## src/rtl/quan_pkg.sv

```systemverilog
// Shared definitions for the quantized audio stream: code/sample geometry,
// the unpacker state set and the mid-rise inverse quantizer.
package quan_pkg;

    localparam int CODE_W         = 4;
    localparam int SAMPLE_W       = 16;
    localparam int CODES_PER_WORD = 4;

    localparam int LVL_OFFSET = 8;
    localparam int LVL_SHIFT  = 12;
    localparam int LVL_BIAS   = 2048;

    typedef enum logic {
        IDLE = 1'b0,
        EMIT = 1'b1
    } state_t;

    // Mid-rise level: ((c - 8) << 12) + 2048, evaluated modulo 2^16 so the
    // bit pattern is the signed result; the range fits, nothing saturates.
    function automatic logic [SAMPLE_W-1:0] level_of(input logic [CODE_W-1:0] code);
        logic [SAMPLE_W-1:0] centred;
        centred = SAMPLE_W'(code) - SAMPLE_W'(LVL_OFFSET);
        return (centred << LVL_SHIFT) + SAMPLE_W'(LVL_BIAS);
    endfunction

endpackage

```

## src/rtl/iquan_unpack_if.sv

```systemverilog
// Packed-word input and sample output handshakes of the unpacker.
interface iquan_unpack_if;
    import quan_pkg::*;

    logic [CODES_PER_WORD*CODE_W-1:0] in_word;
    logic                             in_valid;
    logic                             in_ready;
    logic [SAMPLE_W-1:0]              out_sample;
    logic                             out_valid;
    logic                             out_ready;
    logic                             out_last;

    modport master (
        output in_word, in_valid, out_ready,
        input  in_ready, out_sample, out_valid, out_last
    );

    modport slave (
        input  in_word, in_valid, out_ready,
        output in_ready, out_sample, out_valid, out_last
    );

endinterface

```

## src/rtl/iquan_level.sv

```systemverilog
// Combinational code to reconstruction-level mapper.
module iquan_level
    import quan_pkg::*;
(
    input  logic [CODE_W-1:0]   code,
    output logic [SAMPLE_W-1:0] level
);

    // Single mapper shared by every nibble position.
    assign level = level_of(code);

endmodule

```

## src/rtl/iquan_unpack.sv

```systemverilog
// Unpacks four 4-bit codes per input word (LSB nibble first) and emits one
// reconstructed sample per output handshake, marking frame ends.
//
// state | meaning
// IDLE  | buffer empty, waiting for a packed word
// EMIT  | buffer holds a word, presenting the code at idx
module iquan_unpack
    import quan_pkg::*;
#(
    parameter int FRAME_LEN = 256
) (
    input  logic           clk,
    input  logic           reset,
    iquan_unpack_if.slave  bus
);

    localparam logic [1:0]  LAST_IDX = 2'(CODES_PER_WORD - 1);
    localparam logic [15:0] LAST_CNT = 16'(FRAME_LEN - 1);

    state_t                           state;
    logic [1:0]                       idx;
    logic [CODES_PER_WORD*CODE_W-1:0] word_buf;
    logic [15:0]                      fcnt;

    logic [CODE_W-1:0]   code_sel;
    logic [SAMPLE_W-1:0] level;
    logic                emitting;
    logic                out_hs;
    logic                last_beat;

    assign code_sel  = word_buf[{idx, 2'b00} +: CODE_W];
    assign emitting  = (state == EMIT);
    assign out_hs    = emitting && bus.out_ready;
    assign last_beat = emitting && (fcnt == LAST_CNT);

    iquan_level u_level (
        .code  (code_sel),
        .level (level)
    );

    // Outputs come from registers; out_ready reaches in_ready so a new word
    // can be taken on the last nibble's handshake without a bubble.
    assign bus.out_valid  = emitting;
    assign bus.out_sample = emitting ? level : '0;
    assign bus.out_last   = last_beat;
    assign bus.in_ready   = (state == IDLE) || (emitting && (idx == LAST_IDX) && bus.out_ready);

    // Word buffer, nibble index and state sequencing.
    always_ff @(posedge clk or negedge reset) begin
        if (!reset) begin
            state    <= IDLE;
            idx      <= '0;
            word_buf <= '0;
        end else begin
            case (state)
                IDLE: begin
                    if (bus.in_valid) begin
                        word_buf <= bus.in_word;
                        idx      <= '0;
                        state    <= EMIT;
                    end
                end
                EMIT: begin
                    if (bus.out_ready) begin
                        if (idx != LAST_IDX) begin
                            idx <= idx + 2'd1;
                        end else if (bus.in_valid) begin
                            word_buf <= bus.in_word;
                            idx      <= '0;
                        end else begin
                            idx   <= '0;
                            state <= IDLE;
                        end
                    end
                end
                default: begin
                    state <= IDLE;
                    idx   <= '0;
                end
            endcase
        end
    end

    // Frame position counts delivered samples only, so stalls never move it.
    always_ff @(posedge clk or negedge reset) begin
        if (!reset) begin
            fcnt <= '0;
        end else if (out_hs) begin
            fcnt <= last_beat ? 16'd0 : fcnt + 16'd1;
        end
    end

endmodule

```

## src/flat_wrapper.sv

```systemverilog
// flat-port wrapper written by rule: the top's interface ports become plain ports
module iquan_unpack_flat import quan_pkg::*;
#(
    parameter int FRAME_LEN = 256
)
  (clk, reset, bus_in_word, bus_in_valid, bus_out_ready, bus_in_ready, bus_out_sample, bus_out_valid, bus_out_last);
  iquan_unpack_if bus_i ();
  input  logic clk;
  input  logic reset;
  input wire logic [$bits(bus_i.in_word)-1:0] bus_in_word;
  input wire logic [$bits(bus_i.in_valid)-1:0] bus_in_valid;
  input wire logic [$bits(bus_i.out_ready)-1:0] bus_out_ready;
  output wire logic [$bits(bus_i.in_ready)-1:0] bus_in_ready;
  output wire logic [$bits(bus_i.out_sample)-1:0] bus_out_sample;
  output wire logic [$bits(bus_i.out_valid)-1:0] bus_out_valid;
  output wire logic [$bits(bus_i.out_last)-1:0] bus_out_last;
  assign bus_i.in_word = bus_in_word;
  assign bus_i.in_valid = bus_in_valid;
  assign bus_i.out_ready = bus_out_ready;
  assign bus_in_ready = bus_i.in_ready;
  assign bus_out_sample = bus_i.out_sample;
  assign bus_out_valid = bus_i.out_valid;
  assign bus_out_last = bus_i.out_last;
  iquan_unpack #(.FRAME_LEN(FRAME_LEN)) u_core (.clk(clk), .reset(reset), .bus(bus_i));
endmodule
```

## config.mk

```make
export PLATFORM = sky130hd
export DESIGN_NAME = iquan_unpack_flat
export DESIGN_NICKNAME = d
export VERILOG_FILES = /design/src/rtl/quan_pkg.sv /design/src/rtl/iquan_unpack_if.sv /design/src/rtl/iquan_level.sv /design/src/rtl/iquan_unpack.sv /design/src/flat_wrapper.sv
export SDC_FILE = /design/constraint.sdc
export NUM_CORES = 1
export LEC_CHECK = 0
export CAP_MARGIN = 0
export CORE_MARGIN = 1
export CORE_UTILIZATION = 53
export CTS_CLUSTER_SIZE = 40
export DETAILED_ROUTE_END_ITERATION = 7
export GPL_ROUTABILITY_DRIVEN = 0
export GPL_TIMING_DRIVEN = 0
export PLACE_DENSITY = 0.8
export SKIP_LAST_GASP = 1
export SLEW_MARGIN = 20
export SYNTH_ARGS = -nofsm -noshare
export SYNTH_HDL_FRONTEND = slang
export SYNTH_SLANG_ARGS = --single-unit
```

## constraint.sdc

```tcl
create_clock -name clk -period 4.7 [get_ports clk]
set_input_delay 0.705 -clock clk [delete_from_list [all_inputs] [get_ports clk]]
set_output_delay 0.705 -clock clk [all_outputs]
set_load 0.02 [all_outputs]
```

==> Word-level counts from Yosys, hierarchy flattened <==
Index checks and enable logic that the tools add are counted.
{ "word_totals": {"regBits": 35, "in_bits": 20, "out_inout_bits": 19, "word_cells": 37} }
{ "classes": {"add_sub_neg": 4, "n_eq_ne": 6, "n_shift": 1, "muxes": 14, "bitwise_logic": 1, "n_reduce_logical": 7} }
{ "ops": {"columns": ["op", "count"], "rows": [
  ["2-to-1 mux 16 bit", 5],
  ["one-hot mux 16 bit (2 select lines)", 1],
  ["adder 16 x 1 -> 16 bit, second input constant", 1],
  ["adder 16 x 12 -> 16 bit, second input constant", 1],
  ["== test 16 x 8 -> 1 bit, second input constant", 1],
  ["indexed part select 16 x 5 -> 4 bit", 1],
  ["!= test 2 bit, second input constant", 4],
  ["2-to-1 mux 2 bit", 3],
  ["logical AND 1 bit", 4],
  ["one-hot mux 2 bit (2 select lines)", 1],
  ["AND reduction 2 bit", 2],
  ["subtractor 4 bit, second input constant", 1],
  ["2-to-1 mux 1 bit", 3],
  ["adder 2 x 1 -> 2 bit, second input constant", 1],
  ["== test 2 bit, second input constant", 1],
  ["one-hot mux 1 bit (2 select lines)", 1],
  ["logical OR 1 bit", 1],
  ["inverter 1 bit", 1]
]} }

==> Longest topological paths before layout <==
{ "depth": {"depth_word": 4, "mapped_depth": 6, "depth_no_buf": 5} }

==> Hierarchy <==
A second synthesis with hierarchy kept.
{ "hier_totals": {"cells_unflattened": 163, "hier_area_um2": 1834.3} }
{ "modules_own_cells": {"columns": ["module", "n_inst", "cells_each", "area_each_um2", "seq_area_each_um2"], "rows": [
  ["iquan_unpack", 1, 145, 1710.4, 875.8],
  ["iquan_level", 1, 18, 123.9, 0.0]
]} }

==> Least setup slack after synthesis <==
No wires, ideal clock.
{ "synth_path": {"path_type": "register to output", "from": "register u_core.state (netlist: u_core.bus.out_valid)", "to": "output port bus_out_last", "t_arrival_ps": 1420, "required_time_ps": 3995, "path_slack_ps": 2575, "path_stages_with_launch": 5, "n_path_buf": 1, "path_cell_list": "dfrtp_1 buf_2 nor4b_1 nand2_1 nor2_1"} }
{ "synth_between": {"elab_chain_cells": 1} }
{ "synth_rtl": {"columns": ["element", "line_no", "rtl"], "rows": [
  ["from (decl)", "iquan_unpack.sv:20", "state_t state;"],
  ["from (signal assigned)", "iquan_unpack.sv:51", "state <= IDLE;"],
  ["from (signal assigned)", "iquan_unpack.sv:60", "state <= EMIT;"],
  ["from (signal assigned)", "iquan_unpack.sv:72", "state <= IDLE;"],
  ["logical AND 1 bit", "iquan_unpack.sv:34", "assign last_beat = emitting && (fcnt == LAST_CNT);"],
  ["to (decl)", "flat_wrapper.sv:16", "output wire logic [$bits(bus_i.out_last)-1:0] bus_out_last;"]
]} }
Every way passes these cells.

==> Worst setup path after layout <==
Same ends and word-level chain as after synthesis.

==> results.md <==
* Outcome: complete, no violations
* Vias at 1155
* Ratio of final minimum period to clock period at 65.9%
* Core ar. at 3050 um^2
* Synth Area per Inst at 12.3 um^2
* Postcts setup bufs at 0
* GRT Util Overall at 20.1%
* Pin count of the biggest net entering global routing at 28
* Grt ovf at 0
* Max Clock Freq at 0.323 GHz
* Die height at 58.9 um
* Yosys warning total at 0
* Data arrival, critical path at 2.39 ns
* Yosys cell types at 31
* FF+latch area at 876 um^2
* Power per cell area at 500 nW/um^2
* Maximum root-to-sink buffer count at 2
* Post-Synthesis Cell Area at 1720 um^2
* Post-Route Skew at 0.00353 ns
* CTS Buf Count at 5
* First-pass GRT wire length at 4.95 mm
* TritonRoute pass-1 iters at 4
* # diodes at 0
* WL/cell at 13.1 um
* Setup TNS at 0 ns
* Area grow syn2layout at 25.1%
* Min Tclk post-route at 3.10 ns
* CP Capture Type: primary output
* CTS tree: done
* CP max-delay cell: clkdlybuf4s50_1
* Layout Utilization at 70.3%
* Vias per cell at 5.04
* CTS root buffer: clkbuf_4
* Worst EP required at 3.99 ns
* Worst Setup Start Kind: flop
* Clk Latency, worst-skew pair at 0.34 ns
* Area of the multi-input gates at 756 um^2
* Critical-path cell list: buf_2 > nor4b_1 > nand2_1 > nor2_1 > clkdlybuf4s50_1
* Hold Buf Count CTS at 0
* Site row count at 20
* Hold Crit Class: input pin to async pin
* # port buffers at 27
* Die width at 58.9 um
* Nets@finish at 206
* Final Setup Violations at 0
* Clock tree sinks at 35
* Final hold vios at 0
* Fillers at 235
* Buf/Inv on CP at 2
* Initial core utilization at 56.2%
* CTS resizes at 0
* Crit path max-delay family: buffers and inverters
* Register area share after synthesis at 51.0%
* RSZ-0062 raised after global routing: false
* Synth Instances at 139
* Crit Path Category: flop to primary output
* #FFs+latches synth at 35
* LEAKAGE at 0.000974 uW
* Max-slew violation count at 0
* Num ports at 39
* HPWL Detailed at 2.29 mm
* Peak supply drop at 0.348 mV
* Number of global-route vias before repair at 1135
* Initial DRC Count at 34
* Initial antenna violation count at 0
* Crit-path max FO at 10
* Post-DRT Antenna Nets at 0
* Layout cells sized above 1 at 27.0%
* # DRC at 0
* Final WL at 2.99 mm
* Max Cap Viol at 0
* Die area at 3470 um^2
* Max incr delay on CP at 0.64 ns
* Htree depth at 2
* Clock slew at reported path FFs at 0.11 ns
## cell usage in the layout, fill, tap and decap left out, types with 5 or more instances in the layout
| cell type | synthesis | routed |
|---|---|---|
| clkbuf_4 | 0 | 5 |
| xnor2_1 | 10 | 10 |
| nand2_1 | 12 | 12 |
| nand3_1 | 7 | 7 |
| buf_4 | 13 | 13 |
| mux2_2 | 16 | 16 |
| dfrtp_1 | 35 | 35 |
| conb_1 | 1 | 11 |
| clkdlybuf4s50_1 | 0 | 26 |
## cells by family after synthesis
logic type                 after synthesis  share of synthesized area [%]
xor gates and xnor gates                13                           6.63
DFF                                     35                           51.0
AOI/OAI and AO/OA                        5                           1.89
other                                    1                          0.218
adders and majority gates                2                           1.46
and+or+nand+nor                         45                           15.3
muxes                                   21                           16.3
buffers and inverters                   17                           7.14
## path summary, 6_finish.rpt
kind,startpoint,endpoint,slack [ns],cells past startpoint
worst min register to register,u_core.fcnt[6],u_core.fcnt[6],0.48,1
worst max register to register,u_core.idx[1],u_core.word_buf[2],2.98,6
worst max-delay path,u_core.bus.out_valid,bus_out_last,1.60,5
worst min-delay path,reset,u_core.fcnt[8],0.20,1
max in group asynchronous,reset,u_core.fcnt[7],4.10,2
min in group clk,u_core.fcnt[6],u_core.fcnt[6],0.48,1
## state kept, by name, indices dropped and copies added, names as in the netlist
name                  cells
u_core.fcnt              16
u_core.word_buf          16
u_core.bus.out_valid      1
u_core.idx                2
## synthesized netlist by cell type, drive strengths merged
| master | n | area share [%] |
|---|---|---|
| buf | 16 | 6.9 |
| xnor2 | 10 | 5.1 |
| a21oi | 1 | 0.29 |
| xor2 | 3 | 1.5 |
| dfrtp | 35 | 51 |
| nor2b | 1 | 0.36 |
| and4 | 5 | 2.7 |
| and3 | 2 | 0.73 |
| mux2i | 1 | 0.58 |
| inv | 1 | 0.22 |
| mux2 | 16 | 10 |
| nand3 | 7 | 2.0 |
| conb | 1 | 0.22 |
| nand4 | 4 | 1.5 |
| o31ai | 1 | 0.44 |
| nor4b | 1 | 0.51 |
| nand2b | 1 | 0.36 |
| a32o | 1 | 0.58 |
| mux4 | 4 | 5.2 |
| nor2 | 4 | 0.87 |
| nand2 | 13 | 3.0 |
| nor4 | 1 | 0.36 |
| and2 | 4 | 1.5 |
| or2 | 1 | 0.36 |
| ha | 2 | 1.5 |
| o21ai | 2 | 0.58 |
| nor3b | 1 | 1.1 |
## metrics by stage
stage | setup WS [ns] | cell area, um^2 | hold slack [ns] | std cells | power [uW]
floorplan | 2.57 | 1750 | 0.409 | 149 | 765
global placement | 1.87 | 2080 | 0.455 | 220 | 902
detailed placement | 1.86 | 2090 | 0.466 | 221 | 927
CTS | 1.59 | 2150 | 0.195 | 229 | 1080
global route | 1.40 | 2150 | 0.174 | 229 | 1140
finish | 1.60 | 2150 | 0.199 | 229 | 1070
## final cells by class
class	instances	share of cell area (%)
Clock inverter	3	0.699
Sequential cell	35	40.8
Buffer	16	5.54
Clock buffer	5	1.75
Tap cell	44	2.56
Multi-Input combinational cell	97	35.2
Inverter	1	0.175
Timing Repair Buffer	28	13.3
## per-layer routing
metal | routed length (um) | global-route usage [%]
met4 | 33 | 6.80
met2 | 1540 | 34.7
met3 | 146 | 7.69
met5 | 0 | 0
met1 | 1280 | 22.7
## power breakdown
part	switching (uW)	total (uW)	internal [uW]
logic	181	441	260
registers	72.8	475	403
clock network	100	156	55.6
total	354	1070	719
(Power assumes the default switching activity.)
